[src/rtl/wb_pkg.sv]
// Shared widths, register-index constants and the write-request record for the writeback path.
package wb_pkg;
    localparam int DATA_W    = 8;
    localparam int REG_AW    = 3;
    localparam int NUM_GPR   = 7;
    localparam int COND_REG  = 5;
    localparam int NUM_LABEL = COND_REG + 1;
    localparam int ZERO_IDX  = 7;

    typedef struct packed {
        logic [REG_AW-1:0] rd;
        logic [DATA_W-1:0] data;
        logic              cond;
        logic              is_label;
    } wb_req_t;

    function automatic logic is_gpr(input logic [REG_AW-1:0] idx);
        return int'(idx) != ZERO_IDX;
    endfunction

    function automatic logic is_label_idx(input logic [REG_AW-1:0] idx);
        return int'(idx) < NUM_LABEL;
    endfunction
endpackage

[src/rtl/wb_fifo.sv]
// Generic synchronous FIFO with wrap-bit pointers.
// Latency: pushed data readable at dout_o the cycle after the push; pushes while full / pops while empty are ignored.
module wb_fifo #(
    parameter int W     = 8,
    parameter int DEPTH = 2
) (
    input  logic         clk,
    input  logic         rst_n,
    input  logic         push_i,
    input  logic [W-1:0] din_i,
    input  logic         pop_i,
    output logic [W-1:0] dout_o,
    output logic         full_o,
    output logic         empty_o
);
    localparam int AW = $clog2(DEPTH);

    logic [W-1:0] mem_q [DEPTH];
    logic [AW:0]  wr_ptr_q;
    logic [AW:0]  rd_ptr_q;

    assign empty_o = (wr_ptr_q == rd_ptr_q);
    assign full_o  = (wr_ptr_q[AW-1:0] == rd_ptr_q[AW-1:0]) && (wr_ptr_q[AW] != rd_ptr_q[AW]);
    assign dout_o  = mem_q[rd_ptr_q[AW-1:0]];

    always_ff @(posedge clk or negedge rst_n) begin
        if (!rst_n) begin
            wr_ptr_q <= '0;
            rd_ptr_q <= '0;
        end else begin
            if (push_i && !full_o) wr_ptr_q <= wr_ptr_q + 1'b1;
            if (pop_i && !empty_o) rd_ptr_q <= rd_ptr_q + 1'b1;
        end
    end

    always_ff @(posedge clk) begin
        if (push_i && !full_o) mem_q[wr_ptr_q[AW-1:0]] <= din_i;
    end
endmodule

[src/rtl/writeback_unit.sv]
// Merges ALU results and buffered load results into one registered register-file write per cycle.
// Latency: a result selected in cycle N is on the write port in cycle N+1 for one cycle.
// Backpressure: mem_ready = FIFO not full; stall_o holds the ALU off once a load has waited MAX_WAIT cycles.
module writeback_unit
    import wb_pkg::*;
#(
    parameter int FIFO_DEPTH = 2,
    parameter int MAX_WAIT   = 4
) (
    input  logic               clk,
    input  logic               rst_n,
    input  logic               alu_valid,
    input  logic [REG_AW-1:0]  alu_rd,
    input  logic [DATA_W-1:0]  alu_data,
    input  logic               alu_cond,
    input  logic               alu_label,
    input  logic               mem_valid,
    output logic               mem_ready,
    input  logic [REG_AW-1:0]  mem_rd,
    input  logic [DATA_W-1:0]  mem_data,
    input  logic               ld_issue,
    input  logic [REG_AW-1:0]  ld_issue_rd,
    output logic [REG_AW-1:0]  rd,
    output logic [DATA_W-1:0]  write_data,
    output logic               condition_bit,
    output logic               reg_write,
    output logic               label_write,
    output logic [NUM_GPR-1:0] pending,
    output logic               stall_o,
    output logic               err_o
);
    localparam int CW = $clog2(MAX_WAIT + 1);
    localparam logic [CW-1:0] WAIT_MAX = CW'(MAX_WAIT);

    wb_req_t            mem_req, head;
    wb_req_t            out_q, out_d;
    logic               fifo_full, fifo_empty, push, pop;
    logic               wr_q, wr_d;
    logic               cond_shadow_q, cond_shadow_d;
    logic               err_q, err_d;
    logic               stall_q, stall_d;
    logic [NUM_GPR-1:0] pending_q, pending_d;
    logic [CW-1:0]      wait_q, wait_d;

    assign mem_ready = !fifo_full;
    assign push      = mem_valid && !fifo_full;
    assign pop       = !alu_valid && !fifo_empty;
    assign mem_req   = '{rd: mem_rd, data: mem_data, cond: 1'b0, is_label: 1'b0};

    wb_fifo #(.W($bits(wb_req_t)), .DEPTH(FIFO_DEPTH)) u_fifo (
        .clk     (clk),
        .rst_n   (rst_n),
        .push_i  (push),
        .din_i   (mem_req),
        .pop_i   (pop),
        .dout_o  (head),
        .full_o  (fifo_full),
        .empty_o (fifo_empty)
    );

    always_comb begin
        out_d         = out_q;
        wr_d          = 1'b0;
        cond_shadow_d = cond_shadow_q;
        err_d         = err_q;
        pending_d     = pending_q;
        wait_d        = wait_q;
        stall_d       = stall_q;

        if (alu_valid) begin
            if (stall_q) err_d = 1'b1;
            if (alu_label) begin
                if (is_label_idx(alu_rd)) begin
                    wr_d  = 1'b1;
                    out_d = '{rd: alu_rd, data: alu_data, cond: out_q.cond, is_label: 1'b1};
                end else begin
                    err_d = 1'b1;
                end
            end else if (is_gpr(alu_rd)) begin
                wr_d          = 1'b1;
                out_d         = '{rd: alu_rd, data: alu_data, cond: alu_cond, is_label: 1'b0};
                cond_shadow_d = alu_cond;
            end else begin
                err_d = 1'b1;
            end
        end else if (pop) begin
            if (is_gpr(head.rd)) begin
                wr_d                = 1'b1;
                out_d               = head;
                // Loads rewrite r5 too, so carry the last ALU condition through.
                out_d.cond          = cond_shadow_q;
                out_d.is_label      = 1'b0;
                pending_d[head.rd]  = 1'b0;
            end else begin
                err_d = 1'b1;
            end
        end

        if (ld_issue && is_gpr(ld_issue_rd)) pending_d[ld_issue_rd] = 1'b1;

        if (fifo_empty || pop)     wait_d = '0;
        else if (wait_q != WAIT_MAX) wait_d = wait_q + 1'b1;

        if (fifo_empty)                stall_d = 1'b0;
        else if (wait_d == WAIT_MAX)   stall_d = 1'b1;
    end

    always_ff @(posedge clk or negedge rst_n) begin
        if (!rst_n) begin
            out_q         <= '0;
            wr_q          <= 1'b0;
            cond_shadow_q <= 1'b0;
            err_q         <= 1'b0;
            stall_q       <= 1'b0;
            pending_q     <= '0;
            wait_q        <= '0;
        end else begin
            out_q         <= out_d;
            wr_q          <= wr_d;
            cond_shadow_q <= cond_shadow_d;
            err_q         <= err_d;
            stall_q       <= stall_d;
            pending_q     <= pending_d;
            wait_q        <= wait_d;
        end
    end

    assign rd            = out_q.rd;
    assign write_data    = out_q.data;
    assign condition_bit = out_q.cond;
    assign reg_write     = wr_q && !out_q.is_label;
    assign label_write   = wr_q && out_q.is_label;
    assign pending       = pending_q;
    assign stall_o       = stall_q;
    assign err_o         = err_q;
endmodule

[config.mk]
export PLATFORM = sky130hd
export DESIGN_NAME = writeback_unit
export DESIGN_NICKNAME = d
export VERILOG_FILES = /design/src/rtl/wb_pkg.sv /design/src/rtl/wb_fifo.sv /design/src/rtl/writeback_unit.sv
export SDC_FILE = /design/constraint.sdc
export NUM_CORES = 1
export LEC_CHECK = 0
export BUFFER_PORTS_ARGS = -buffer_cell sky130_fd_sc_hd__buf_4
export CAP_MARGIN = 40
export CORE_ASPECT_RATIO = 1.1
export CORE_MARGIN = 3
export CORE_UTILIZATION = 51
export DETAILED_ROUTE_END_ITERATION = 10
export MAX_ROUTING_LAYER = met4
export PLACE_DENSITY = 0.86
export RECOVER_POWER = 100
export SYNTH_ARGS = -nofsm -noshare
export SYNTH_HDL_FRONTEND = slang
export SYNTH_SLANG_ARGS = --single-unit
export TNS_END_PERCENT = 10
[constraint.sdc]
create_clock -name clk -period 2.8 [get_ports clk]
set_clock_uncertainty 0.1 [all_clocks]
set_input_delay 0.14 -clock clk [delete_from_list [all_inputs] [get_ports clk]]
set_output_delay 0.14 -clock clk [all_outputs]
set_load 0.005 [all_outputs]
---- Word level (Yosys, flattened, before mapping) ----
Memory sizes are Yosys's and may differ from the RTL's.
Index checks and enable logic that the tools add are counted.
W data, S select, Z words.
storage, ports and cells
  bits in registers ....................... 31
  memory bits (read-only) ................. 0
  bits in latches ......................... 0
  memories kept ........................... 1
  logic and storage cells ................. 93
  bits of input ports ..................... 32
  memory bits (writable) .................. 22
operators by class
  reductions and logical operators ........ 22
  $mul .................................... 0
  bitwise logic cells ..................... 4
  muxes and demuxes ....................... 33
  divide/modulo/power cells ............... 0
  shifts and indexed selects .............. 0
  $lt $le $gt $ge ......................... 5
  $add $sub $neg .......................... 3
  eq/ne operators ......................... 13
memories
  memory        depth  width  read ports  clocked after Yosys merged registers in  wr ports  RTL line       source
  u_fifo.mem_q  2      11     1           0                                        1         wb_fifo.sv:18  logic [W-1:0] mem_q [DEPTH];
operators with widths
  operator               number
  $mux W13               6
  $mux W7                4
  $mux W1                19
  $ne A3 B1 Y1 const B   4
  $logic_and A1 B1 Y1    10
  $lt A3 B4 Y1 const B   2
  $reduce_and A4 Y1      2
  $and A7 B7 Y7          1
  $not A7 Y7             1
  $or A7 B7 Y7           1
  $demux W1 S3           2
  $ge A3 B1 Y1 const B   2
  $mux W3                2
  $reduce_bool A2 Y1     3
  $add A2 B1 Y2 const B  2
  $logic_not A1 Y1       4
  $ne A2 B2 Y1 const B   2
  $add A3 B1 Y3 const B  1
  $eq A3 B3 Y1 const B   1
  $lt A3 B3 Y1 const B   1
  $ne A3 B2 Y1 const B   1
  $ne A3 B3 Y1 const B   1
  $reduce_and A3 Y1      1
  $eq A2 B2 Y1           1
  6 further kinds        6

---- Longest topological paths before layout ----
Gate-level depths: netlist (run 1).
An unclocked memory read counts as a cell.
  depth after elaboration ................. 12
  depth in mapped cells ................... 6

---- Cells and area by module ----
Synthesis (run 1) repeated with hierarchy kept, for this count alone.
second synthesis, totals
  cell total of the unflattened synthesis .. 194
  area, all modules ....................... 2655.0 um^2
by module, submodules not included
  module          cells an instance  times used  area an instance (um^2)  seq. area each (um^2)
  writeback_unit  126                1           1466.4                   675.6
  wb_fifo         68                 1           1188.6                   880.8

---- Worst setup path after synthesis (run 1) ----
OpenSTA, ideal clock, no wires.
  kind .................................... register to register
  start point ............................. register u_fifo.rd_ptr_q[0]
  end point ............................... memory u_fifo.mem_q[0][0] (netlist name), enable pin
  buffers on the path ..................... 1
  clock period less this slack ............ 1.871 ns
  data arrival time ....................... 1.392 ns
  slack ................................... 0.929 ns
  cell stages (with the launch flop) ...... 6
  cell sequence ........................... dfrtp_1 -> buf_4 -> xnor2_1 -> nand2_1 -> nand2_1 -> nor2_1
on the way
  word-level cells in the longest chain between the ends .. 7
ends and longest elaborated chain
  item                             RTL line              source
  start, declared                  wb_fifo.sv:20         logic [AW:0] rd_ptr_q;
  start signal, assigned           wb_fifo.sv:32         if (pop_i && !empty_o) rd_ptr_q <= rd_ptr_q + 1'b1;
  $eq A1 B1 Y1 *                   wb_fifo.sv:23         assign full_o = (wr_ptr_q[AW-1:0] == rd_ptr_q[AW-1:0]) && (wr_ptr_q[AW] != rd_ptr_q[AW]);
  $logic_and A1 B1 Y1 *            wb_fifo.sv:23
  $logic_not A1 Y1 *               -
  net mem_ready                    writeback_unit.sv:18  output logic mem_ready,
  $logic_and A1 B1 Y1              writeback_unit.sv:46  assign push = mem_valid && !fifo_full;
  $logic_and A1 B1 Y1 *            wb_fifo.sv:37         if (push_i && !full_o) mem_q[wr_ptr_q[AW-1:0]] <= din_i;
  $mux W1 *                        wb_fifo.sv:37
  $mux W1 (implied by the code) *  wb_fifo.sv:37
  end, declared                    wb_fifo.sv:18
The timed path passes the listed nets; every way through them passes the cells marked *.

---- Worst setup path after layout (run 1) ----
  start point ............................. register u_fifo.rd_ptr_q[0]
  end point ............................... register out_q, in the netlist rd[1]
on the way
  word-level cells in the longest chain between the ends .. 5
  elaborated cells between the ends (all ways) .. 11
ends and longest elaborated chain
  item                                                    RTL line               source
  branches (longest 5 deep; another with $mem_v2 Z2 W11)  -
  end signal, assigned                                    writeback_unit.sv:118  out_q <= out_d;
  end, declared                                           writeback_unit.sv:36   wb_req_t out_q, out_d;
Parallel ways; which one is timed is not known. The select of a mux whose other input is x is not followed.
A chain may end at the register's enable or synchronous reset.

==> results of run 1 <==
==> layout make-up <==
cell class / count / share of cell area [%]
clock inverter: 3 / 1.312
multi-input combinational: 120 / 25.05
clock buffer: 5 / 2.187
tap: 54 / 2.147
inverter: 16 / 1.909
sequential: 53 / 45.65
timing repair buffer: 86 / 21.75
==> synthesized netlist by cell type, types with 2 or more instances <==
cell and number:
inv_1 16, nand3_1 5, buf_4 12, and2_1 2, mux2_2 2, nand2_1 34
xor2_1 3, nand2b_1 3, o211ai_1 3, mux2i_1 12, o22ai_1 2, ha_1 2
o21ai_0 8, dfrtp_1 31, o221ai_2 9, nor2_1 6, buf_2 2, o221ai_1 2
xnor2_1 6, and3_1 2, nor2b_1 4, buf_6 2, edfxtp_1 22
==> path summary, 6_finish.rpt <==
check / slack [ps] / endpoint
max in group asynchronous: 1000 / u_fifo.wr_ptr_q[1]
hold / removal: 7 / pending[0]
hold reg to reg: 410 / err_o
setup reg to reg: 800 / rd[1]
setup / recovery: 800 / rd[1]
min in group asynchronous: 670 / write_data[5]
==> per-stage QoR <==
stage / hold WS [ps] / std cells / total power [mW] / utilization [%] / cell area (um2)
floorplan: -255.6 / 206 / 2.194 / - / 2461
finish: 6.557 / 337 / 2.983 / 70.35 / 3147
global route: 31.77 / 337 / 3.197 / 70.35 / 3147
global placement: -16.02 / 299 / 2.507 / 63.10 / 2823
CTS: 8.194 / 336 / 3.102 / 72.06 / 3223
detailed placement: -10.34 / 299 / 2.564 / 63.10 / 2823
==> tightest hold or removal path, stage by stage <==
cell and delay [ps]:
buf_4 90, nor2_1 40, nand2_1 60, nand2_1 50
==> placed cells by master, fill, tap and decap left out, types with 3 or more instances in the layout <==
cell type,Yosys,layout
buf_4,12,18
clkbuf_1,1,9
clkbuf_4,0,30
clkbuf_8,0,5
dfrtp_1,31,31
dlygate4sd3_1,0,29
edfxtp_1,22,22
inv_1,16,16
mux2i_1,12,12
nand2_1,34,35
nand2b_1,3,3
nand3_1,5,5
nor2_1,6,6
nor2b_1,4,4
o211ai_1,3,3
o21ai_0,8,9
o221ai_1,2,9
xnor2_1,6,6
xor2_1,3,3
==> per-layer routing <==
layer | up-vias | track usage [%] | wire length (um) | part of all wire [%]
met1 | 855 | 23.87 | 2175 | 42
met5 | - | - | 0 | 0
met4 | 0 | 6.391 | 75 | 1.5
li1 | 860 | - | - | -
met2 | 51 | 33.06 | 2635 | 51
met3 | 7 | 4.177 | 240 | 4.7
==> state kept, by name, summed over array words and instances (netlist names), 2 cells and up <==
register	cells
u_fifo.mem_q	22
write_data	8
pending	7
rd	3
wait_q	3
u_fifo.rd_ptr_q	2
u_fifo.wr_ptr_q	2
==> repair_timing <==
action,in CTS,in global routing
hold buffers,29,0
buffers inserted,0,0
resized for setup,0,0
hold endpoints to repair,68,0
==> power breakdown <==
| group | internal [mW] | leakage [nW] | total (mW) | switching, mW |
|---|---|---|---|---|
| clock network | 0.263 | 0.0518 | 0.510 | 0.246 |
| logic | 0.549 | 0.734 | 1.17 | 0.625 |
| registers | 1.13 | 0.573 | 1.30 | 0.170 |
| total | 1.94 | 1.36 | 2.98 | 1.04 |
==> logic make-up after synthesis <==
group / Yosys count / share of synthesized area (%)
flip-flops: 53 / 58.36
multiplexers: 15 / 6.253
AND/OR/NAND/NOR: 58 / 10.47
AO/OA/AOI/OAI: 36 / 13.12
adder cells (fa/ha/maj): 2 / 1.017
XOR/XNOR: 9 / 3.203
buffers and inverters: 33 / 7.575
==> run_results.csv, run 1 <==
group,metric,value,unit
critical_path,path_depth,5,
power,leakage,1.359,nW
placement,hpwlAfterDp,3560,um
placement,pre_cts_slack,720.3,ps
sta,hold_viol_final,0,
synthesis,synth_area_leader_cell,"dfrtp_1",
synthesis,synth_edf_count,22,
run_status,violations,"capacitance limit, slew limit",
routing,drt-total-wl,5126,um
floorplan,core_area,0.004473,mm2
synthesis,synth.distinct_cells,39,
min_path,hold_path.class,"input pin to flop",
critical_path,end_kind,"flop",
routing,viasPerCell,5.261,
synthesis,synth_seq_cells,53,
placement,port_buffers,55,
routing,via_count,1773,
sta,worstMarginPinSlew,1597,ps
cells_and_area,drive_gt1_share,21.55,%
sta,max_slew_margin,-6.438,%
global_route,grt_pass1_vias,1799,
cells_and_area,fin_nets,316,
cts,cts_max_level,2,
placement,gp_congestion,0.7785,
critical_path,critPathMaxFanout,18,
routing,ant_nets,0,
cts,clockBufferDepth,2,
cts,root_buffer,"clkbuf_8",
routing,post_drt_wl_per_cell,15.21,um
critical_path,critPathLaunch,"u_fifo.rd_ptr_q[0]",
critical_path,critical_path.max_stage_delay,510,ps
job,cap_violations,1,
synthesis,yosys_most_used_dff,"dfrtp_1",
synthesis,synth_area,0.002461,mm2
synthesis,synth_area_leaders,"dfrtp_1 32%, edfxtp_1 27%, o221ai_2 5.5%",
synthesis,syn_area_per_cell,11.95,um2
synthesis,yosys_warnings,0,
sta,rsz0062_at_grt,"false",
sta,final.setup.worst_slack,800.0,ps
min_path,min_from,"ld_issue_rd[2]",
sta,finalCritPeriodShare,71.43,%
critical_path,slowest_stage,"o21ai_2",
sta,maxSlewViolCount,32,
floorplan,ios,56,
critical_path,required,2860,ps
min_path,min_path_cells,4,
critical_path,cp_cell_sequence,"buf_4, xor2_1, o21ai_0, o21ai_2, o221ai_1",
cts,clock-sinks,53,
floorplan,die_w,72.24,um
critical_path,path_buf_inv,1,
sta,period_minus_slack,2000,ps
synthesis,async_flop_share,58.49,%
cells_and_area,multi_input_area,788.3,um2
global_route,grt-ovfl-total,0,
routing,drc_errors,0,
cells_and_area,regArea,0.001436,mm2
synthesis,syn-num-nets,240,
critical_path,cp_top_family,"compound AO/OA/AOI/OAI gates",
floorplan,rows,25,
routing,firstDrtPassIters,4,
critical_path,worst-r2r-cell-count,5,
global_route,antenna_found_initial,0,
routing,drtIter0Drc,176,
cts,tritoncts,"yes",
cts,clkTransAtPathRegs,100,ps
synthesis,synth_seq_area_share,58.36,%
critical_path,regToRegStartpoint,"u_fifo.rd_ptr_q[0]",
critical_path,crit_type,"flop to flop",
sta,fmax,500.0,MHz
global_route,grt_max_degree,32,
cells_and_area,nFillCells,315,
floorplan,die-height,78.86,um
cells_and_area,diodes,0,
critical_path,critPathArrivalTime,2060,ps
power,ir_drop,0.0004910,V
sta,finalSetupViolCount,0,
global_route,grt_pass1_wl,8335,um
cells_and_area,area_delta_synth_final,27.86,%
cts,cts_buffers,5,
run_status,status,"finished, violations left",
synthesis,netlist.area_leader.share,31.52,%
global_route,track_usage,19.78,%
power,power_density,948.0,mW/mm2
cts,clk_latency,310,ps
floorplan,dieArea,0.005696,mm2
critical_path,critPathLaunchType,"flop",
floorplan,start_util,55.02,%
sta,fin_setup_tns,0,ps
synthesis,syn_inst,206,
(Power assumes the default switching activity.)
==> inputs of run 2 (changes only) <==
--- a/config.mk
+++ b/config.mk
@@ -5,6 +5,7 @@
 export SDC_FILE = /design/constraint.sdc
 export NUM_CORES = 1
 export LEC_CHECK = 0
+export ABC_AREA = 1
 export BUFFER_PORTS_ARGS = -buffer_cell sky130_fd_sc_hd__buf_4
 export CAP_MARGIN = 40
 export CORE_ASPECT_RATIO = 1.1
@@ -12,7 +13,7 @@
 export CORE_UTILIZATION = 51
 export DETAILED_ROUTE_END_ITERATION = 10
 export MAX_ROUTING_LAYER = met4
-export PLACE_DENSITY = 0.86
+export PLACE_DENSITY = 0.85
 export RECOVER_POWER = 100
 export SYNTH_ARGS = -nofsm -noshare
 export SYNTH_HDL_FRONTEND = slang
==> constraint.sdc (replaced) <==
create_clock -name clk -period 2.1 [get_ports clk]
set_clock_uncertainty 0.1 [all_clocks]
set_input_delay 0.105 -clock clk [delete_from_list [all_inputs] [get_ports clk]]
set_output_delay 0.105 -clock clk [all_outputs]
set_load 0.005 [all_outputs]
==> run_results.csv, run 2 <==
group,metric,value,unit
run_status,violations,"hold timing",
routing,firstDrtPassIters,4,
routing,via_count,2190,
job,cap_violations,0,
cells_and_area,fin_nets,389,
floorplan,die_w,75.44,um
placement,gp_congestion,0.8309,
routing,ant_nets,0,
cts,cts_max_level,2,
global_route,track_usage,21.03,%
cells_and_area,final_common_cell,"nand2_1",
synthesis,synth_common_cells,"111 x nand2_1, 31 x dfrtp_1, 22 x edfxtp_1",
sta,maxSlewViolCount,0,
sta,whs,-3.729,ps
synthesis,synth_seq_cells,53,
global_route,antenna_found_initial,0,
floorplan,core_area,0.005067,mm2
power,ir_drop,0.0006771,V
power,power.switching,1.589,mW
power,p_total,4.166,mW
cells_and_area,diodes,0,
critical_path,worst-r2r-cell-count,8,
routing,wl_met1,2329,um
critical_path,critPathLaunchType,"flop",
floorplan,ios,56,
cts,clkTransAtPathRegs,100,ps
synthesis,async_flop_share,58.49,%
sta,worstMarginPinSlew,849.1,ps
critical_path,required,2200,ps
synthesis,yosys.cell_count.top_type,"nand2_1",
routing,drtIter0Drc,253,
critical_path,end_kind,"flop",
sta,max_slew_margin,43.14,%
placement,post_dp_cell_area,0.003049,mm2
min_path,hold_end,"pending[1]",
cts,cts_buffers,5,
critical_path,critPathArrivalTime,2100,ps
global_route,grt-ovfl-total,0,
run_status,status,"finished, violations left",
cells_and_area,stdcell_area,0.003333,mm2
sta,rsz0062_at_grt,"false",
power,seqPwrFrac,40.4,%
routing,met3_length,301,um
cells_and_area,final_cell_mix,"111 x nand2_1, 34 x clkbuf_4, 31 x dfrtp_1, 22 x edfxtp_1, 21 x buf_4",
cts,clk_latency,310,ps
critical_path,r2r_end,"pending[6]",
critical_path,regToRegStartpoint,"u_fifo.rd_ptr_q[0]",
routing,drc_errors,0,
placement,hpwlAfterDp,4043,um
sta,finalSetupViolCount,0,
power,power_density,1250,mW/mm2
synthesis,synth_edf_count,22,
min_path,hold_path.class,"input pin to flop",
routing,drt-total-wl,5660,um
cts,tritoncts,"yes",
critical_path,rrSetupSlack,100,ps
cells_and_area,drive_gt1_share,24.44,%
min_path,min_path_cells,3,
synthesis,netlist.area_leader.share,28.68,%
synthesis,syn_inst,290,
synthesis,synth_area_leaders,"dfrtp_1 29%, edfxtp_1 24%, nand2_1 15%",
power,p_clk_share,16.2,%
critical_path,critPathMaxFanout,13,
power,sw_frac_of_total,38.14,%
synthesis,synth_area_leader_cell,"dfrtp_1",
critical_path,crit_type,"flop to flop",
power,leakage,1.630,nW
floorplan,die-height,82.39,um
cells_and_area,postLayoutCoreUtil,65.78,%
synthesis,syn-num-nets,324,
floorplan,rows,27,
synthesis,synth_seq_area_share,53.10,%
synthesis,yosys_warnings,0,
synthesis,synth_area,0.002705,mm2
cells_and_area,largest_reg_flops,22,
synthesis,yosys_most_used_dff,"dfrtp_1",
cts,clockBufferDepth,2,
sta,finalCritPeriodShare,95.06,%
routing,wl_met2,2912,um
power,p_comb_share,43.4,%
sta,period_minus_slack,1996,ps
floorplan,start_util,53.38,%
synthesis,syn_area_per_cell,9.328,um2
floorplan,dieArea,0.006215,mm2
cells_and_area,area_delta_synth_final,23.22,%
routing,post_drt_wl_per_cell,13.67,um
cts,root_buffer,"clkbuf_8",
sta,fmax,501.0,MHz
sta,fin_setup_tns,0,ps
min_path,min_from,"ld_issue",
global_route,grt_pass1_vias,2055,
cts,clock-sinks,53,
power,power.internal,2.577,mW
global_route,grt_pass1_wl,9556,um
synthesis,synth.distinct_cells,26,
global_route,grt_max_degree,32,
placement,port_buffers,55,
sta,hold_viol_final,1,
routing,maxUsedRoutingLayer,"met4",
routing,viasPerCell,5.290,
## run 2: cell types whose count changed after synthesis, sizes merged, moves of 4 or more
cell,previous run,this run
nand3,5,28
buf,16,20
mux2i,12,0
nand4,0,16
nor2b,4,0
o21ai,10,15
o221ai,11,0
nor2,6,10
xnor2,6,0
nand2,35,119
## run 2: through the flow
stage / cells / worst slack [ps]
after floorplan: 290 / 304.6
after global placement: 385 / 467.0
after detailed placement: 385 / 377.5
after CTS: 412 / 82.77
after global routing: 414 / 2.197
final: 414 / 103.8
## run 2: what timing repair did
item | 4_1_cts | 5_1_grt
buffers inserted | 0 | 2
hold buffers | 19 | 0
endpoints found under the hold margin | 61 | 0
endpoints found under the setup margin | 0 | 1
resized for setup | 0 | 2
## run 2: how the worst max path moves through the flow
| stage | slack [ps] | cells past startpoint | start | to |
|---|---|---|---|---|
| after global routing | 2 | 8 | u_fifo.rd_ptr_q[0] | pending[6] |
| after CTS | 80 | 8 | u_fifo.rd_ptr_q[0] | pending[6] |
| final | 100 | 8 | u_fifo.rd_ptr_q[0] | pending[6] |
| after floorplan | 300 | 6 | u_fifo.rd_ptr_q[0] | u_fifo.mem_q[1][0] |
| after detailed placement | 380 | 6 | u_fifo.rd_ptr_q[0] | write_data[2] |
| after global placement | 470 | 6 | u_fifo.rd_ptr_q[0] | write_data[7] |
## run 2: logic make-up (layout without fill, tap and decap cells)
group                      count (synthesis)  count (layout)  share of synthesized area, %
DFF                                       53              53                         53.10
buffers and inverters                     40             106                         8.695
xor gates and xnor gates                   3               3                        0.9715
and+or+nand+nor                          173             173                         32.70
adders and majority gates                  2               2                        0.9249
AOI/OAI and AO/OA                         19              19                         3.608
## run 2: area by class of cell
cell class,count,area [um2]
Inverter,19,71.32
Timing Repair Buffer,79,625.6
Sequential cell,53,1436
Multi-Input combinational cell,197,1021
Fill cell,397,1734
Clock inverter,2,33.78
Clock buffer,6,72.57
Tap cell,58,72.57
## run 2: worst max-delay path: stages, from the launching register on
cell and delay (ps):
dfrtp_1 400, buf_4 190, nand2_1 110, nand2_4 110, nor2_2 120, nand2_2 80, o21ai_0 130, o21ai_0 90
dlygate4sd3_1 560
## run 2: layer usage
layer	GRT usage (%)	vias to the layer above
met5	-	-
met4	7.867	0
met3	4.843	10
met2	33.42	70
met1	26.20	1039
li1	-	1071
## run 2: power groups by stage
| stage | Clock, mW | Sequential [mW] | Combinational (mW) |
|---|---|---|---|
| floorplan | 0 | 1.68 | 1.33 |
| global placement | 0 | 1.70 | 1.74 |
| detailed placement | 0 | 1.72 | 1.80 |
| CTS | 0.685 | 1.69 | 1.85 |
| global route | 0.734 | 1.73 | 2.05 |
| finish | 0.673 | 1.68 | 1.81 |
